## config.mk

```make
export PLATFORM = sky130hd
export DESIGN_NAME = serial_deserializer
export DESIGN_NICKNAME = d
export VERILOG_FILES = /design/src/rtl/serial_deserializer.sv
export SDC_FILE = /design/constraint.sdc
export NUM_CORES = 1
export LEC_CHECK = 0
export ABC_AREA = 0
export CAP_MARGIN = 20
export CORE_MARGIN = 1.5
export CORE_UTILIZATION = 53
export DETAILED_ROUTE_END_ITERATION = 8
export DONT_BUFFER_PORTS = 1
export PLACE_DENSITY = 0.71
export SYNTH_ARGS = -nofsm -noshare
export SYNTH_HDL_FRONTEND = slang
export SYNTH_SLANG_ARGS = --single-unit
```

## constraint.sdc

```tcl
create_clock -name clk -period 1.35 [get_ports clk]
set_input_delay 0.405 -clock clk [delete_from_list [all_inputs] [get_ports clk]]
set_output_delay 0.405 -clock clk [all_outputs]
set_load 0.005 [all_outputs]
```

## src/rtl/serial_deserializer.sv

```systemverilog
// Serial-to-parallel frame receiver with a valid/ready output register
// and a sticky overrun flag for words dropped while the output is full.
module serial_deserializer #(
  parameter int WIDTH = 8,
  parameter bit LSB_FIRST = 1'b1,
  localparam int CW = $clog2(WIDTH + 1)
) (
  input  logic             clk,
  input  logic             rst,
  input  logic             start_i,
  input  logic             enable_i,
  input  logic             serial_i,
  input  logic             ready_i,
  output logic [WIDTH-1:0] data_o,
  output logic             valid_o,
  output logic             busy_o,
  output logic [CW-1:0]    bit_cnt_o,
  output logic             overrun_o
);

  typedef enum logic {
    IDLE  = 1'b0,
    SHIFT = 1'b1
  } state_t;

  state_t           state_q, state_d;
  logic [WIDTH-1:0] sreg_q, sreg_d;
  logic [CW-1:0]    cnt_q, cnt_d;
  logic [WIDTH-1:0] data_q, data_d;
  logic             valid_q, valid_d;
  logic             ovr_q, ovr_d;
  logic [WIDTH-1:0] shifted;
  logic             done;

  always_comb begin
    if (LSB_FIRST) begin
      shifted = {serial_i, sreg_q[WIDTH-1:1]};
    end else begin
      shifted = {sreg_q[WIDTH-2:0], serial_i};
    end
  end

  always_comb begin
    state_d = state_q;
    sreg_d  = sreg_q;
    cnt_d   = cnt_q;
    data_d  = data_q;
    valid_d = valid_q;
    ovr_d   = ovr_q;
    done    = 1'b0;

    if (valid_q && ready_i) begin
      valid_d = 1'b0;
    end

    unique case (state_q)
      IDLE: begin
        if (start_i) begin
          state_d = SHIFT;
          sreg_d  = '0;
          cnt_d   = '0;
        end
      end
      SHIFT: begin
        if (start_i) begin
          sreg_d = '0;
          cnt_d  = '0;
        end else if (enable_i) begin
          sreg_d = shifted;
          if (cnt_q == CW'(WIDTH - 1)) begin
            done    = 1'b1;
            cnt_d   = '0;
            state_d = IDLE;
          end else begin
            cnt_d = cnt_q + CW'(1);
          end
        end
      end
      default: state_d = IDLE;
    endcase

    // A word completing into a full, unconsumed output is dropped.
    if (done) begin
      if (!valid_q || ready_i) begin
        data_d  = shifted;
        valid_d = 1'b1;
      end else begin
        ovr_d = 1'b1;
      end
    end
  end

  always_ff @(posedge clk or posedge rst) begin
    if (rst) begin
      state_q <= IDLE;
      sreg_q  <= '0;
      cnt_q   <= '0;
      data_q  <= '0;
      valid_q <= 1'b0;
      ovr_q   <= 1'b0;
    end else begin
      state_q <= state_d;
      sreg_q  <= sreg_d;
      cnt_q   <= cnt_d;
      data_q  <= data_d;
      valid_q <= valid_d;
      ovr_q   <= ovr_d;
    end
  end

  assign data_o    = data_q;
  assign valid_o   = valid_q;
  assign busy_o    = (state_q == SHIFT);
  assign bit_cnt_o = cnt_q;
  assign overrun_o = ovr_q;

endmodule

```

==> out/metrics.yaml <==
drcViolationCount: 0
timing.critical_path.max_delay_family: "flip-flops"
synth-compound-area-share_pct: 6.49
cts_tree: "yes"
postSynth.topFlopCell: "dfrtp_1"
critical_path.n_buffers_inverters: 0
end_kind: "flip-flop"
max_slew_vio_count: 0
synthMuxAreaShare_pct: 10.9
timing.critical_path.from: "bit_cnt_o[1]"
seq_area_frac_synth_pct: 59.5
vias: 594
layout.nets: 98
ioPinCount: 21
critPathRequiredTime_ns: 1.54
synth_top_cell_area_share_pct: 59.5
dominant_combinational_cell_family_by_area_after_synthesis: "simple AND/OR/NAND/NOR gates"
leakage_nw: 0.549
pin_count_of_the_biggest_net_entering_global_routing: 23
grt_first_pass_wirelength_um: 2430
cell_area_synth_sq_um: 926
reg2reg_depth: 4
critical_path_s_largest_stage_delay_ns: 0.43
grtUsageTotal_pct: 17.1
critical_path_class: "reg -> reg"
full_die_area_sq_um: 2010
post_route_cells_drive_above_1_share_pct: 33.3
internal-power_w: 0.000855
post_cts_hold_buffers: 0
max-slew-margin-rel_pct: 81.0
critical_path_peak_fanout: 8
yosys.area_share.adder_pct: 1.35
synth_simple_gate_area_share_pct: 19.1
vias_per_cell: 5.60
floorplan.die.height_um: 44.8
most_common_library_cell_in_the_layout_ignoring_fill_and_taps: "dfrtp_1"
clock-skew-final_ns: 0.00384
outcome: "completed"
synth_xor_xnor_area_share_pct: 0.946
clk_latency_ns: 0.30
setup_tns_ns: 0
synth-edff-count: 0
numCtsBuffers: 3
cts_max_level: 1
share_of_async_settable_or_async_resettable_flops_after_synthesis_pct: 100
r2r_start: "bit_cnt_o[1]"
period_minus_slack_ns: 1.34
place_inst: 101
switchingPower_w: 0.000226
grt_antenna_before_repair: 0
r2r_end: "data_o[6]"
setup-violations-final: 0
p_seq_share_pct: 62.3
vdd_ir_drop_max_uv: 700
maxCapViolations: 0
first_iter_violations: 11
gp_congestion: 0.731
post_drt_wl_per_cell_um: 14.0
ant_nets: 0
tightestPinTransition_ns: 0.285
crit_arrival_ns: 1.53
max_clock_freq_mhz: 748
synth_top_cell_by_area: "dfrtp_1"
report.final.hold_viol_count: 0
ctsLongestPathBuffers: 2
clk_sinks: 22
worst_hold_check_path_type: "in -> async"
power.share.switching_pct: 20.9
share_comb_of_total_power_pct: 5.4
area_growth_syn_to_layout_pct: 15.4
post_synthesis_net_count: 88
layout_worst_path_cycle_share_pct: 99.0
drt_total_wl_um: 1490
timing.reg2reg.setup_slack_ns: 0.01
grt_pass1_vias: 568
firstDrtPassIters: 3
core_area_sq_um: 1580
final_cell_mix: "dfrtp_1, nand2_1, mux2_2"
fp-row-count: 14
yosysWarningCount: 0
setup_repair_after_global_routing_missed_its_margin: "true"
power_density_nw_per_um2: 1010
syn_inst: 81
port-buffer-count: 0
buffer_type_at_the_clock_tree_root: "clkbuf_4"
n_antenna_cell: 0
total_power_w: 0.00108
netlist_top_cells_area: "dfrtp_1, mux2_2, nand2_1, a21oi_1, nand3b_4"
startpoint_type: "flip-flop"
grt_remaining_overflow: 0
finalCoreUtilization_pct: 67.8
clk_pin_slew_ns: 0.12
detailed_place_hpwl_um: 1040
worstPathCellList: "ha_4 -> nor3b_4 -> nand3b_4 -> mux2_2"
synthesis.area_per_instance_sq_um: 11.4
initial_core_util_pct: 58.7
power_frac_clock_pct: 32.3
worst_path_max_delay_cell: "dfrtp_1"
instances_no_fill: 106
floorplan.die.width_um: 44.8
synth.distinct_cells: 22
postSynthRegisterBits: 22
whs_ns: 0.00604
worst max path at each step:
stage / endpoint / slack, ns / cells past startpoint
global placement: data_o[6] / 0.01 / 3
floorplan: data_o[0] / 0.007 / 4
CTS: data_o[6] / -0.005 / 4
global route: data_o[5] / -0.06 / 4
finish: data_o[6] / 0.01 / 4
detailed placement: data_o[3] / 0.0006 / 3
state kept, by name, indices dropped and copies added (netlist names):
register   count
overrun_o      1
data_o         8
busy_o         1
sreg_q         7
valid_o        1
bit_cnt_o      4
cells in the mapped netlist (all sizes together) (2+ instances only):
cell type / n
a21o: 2
a21oi: 9
clkbuf: 2
dfrtp: 22
mux2: 9
nand2: 19
nand3: 2
nor2b: 2
nor3b: 2
routing by layer:
layer	up-vias	routed length (um)	track usage (%)
met3	2	63	3.20
met4	0	11	8.82
met5	-	0	0
li1	290	-	-
met2	10	708	27.2
met1	292	704	22.3
what timing repair did:
item,in CTS,in global routing
setup buffers,0,1
gates resized for setup,0,7
pin swaps,1,1
endpoints found under the setup margin,5,10
power by group through the flow:
stage | logic (W) | clock network [W] | registers [W]
final | 0.0000583 | 0.000349 | 0.000673
after global routing | 0.0000680 | 0.000380 | 0.000675
after CTS | 0.0000556 | 0.000364 | 0.000672
after detailed placement | 0.0000556 | 0 | 0.000684
after global placement | 0.0000542 | 0 | 0.000684
after floorplan | 0.0000371 | 0 | 0.000686
metrics by stage:
| step | setup slack [ns] | cell area, sq um |
|---|---|---|
| 6_report | 0.0132 | 1070 |
| 5_1_grt | -0.0577 | 1070 |
| 4_1_cts | -0.00482 | 1030 |
| 3_5_place_dp | 0.000626 | 995 |
| 3_3_place_gp | 0.0106 | 995 |
| 2_1_floorplan | 0.00680 | 935 |
cells by family (layout without fill, tap and decap cells):
kind of cell               Yosys count  count (layout)
DFF                                 22              22
and+or+nand+nor                     33              33
adders and majority gates            1               1
buffers and inverters                4              13
AOI/OAI and AO/OA                   11              11
xor gates and xnor gates             1               1
muxes                                9               9
area by class of cell:
| class | instances | area [sq um] |
|---|---|---|
| timing repair buffer | 8 | 60.1 |
| tap | 16 | 20.0 |
| inverter | 1 | 3.75 |
| clock buffer | 4 | 36.3 |
| multi-input combinational | 55 | 398 |
| sequential | 22 | 551 |
| fill | 124 | 508 |
(Power assumes the default switching activity.)
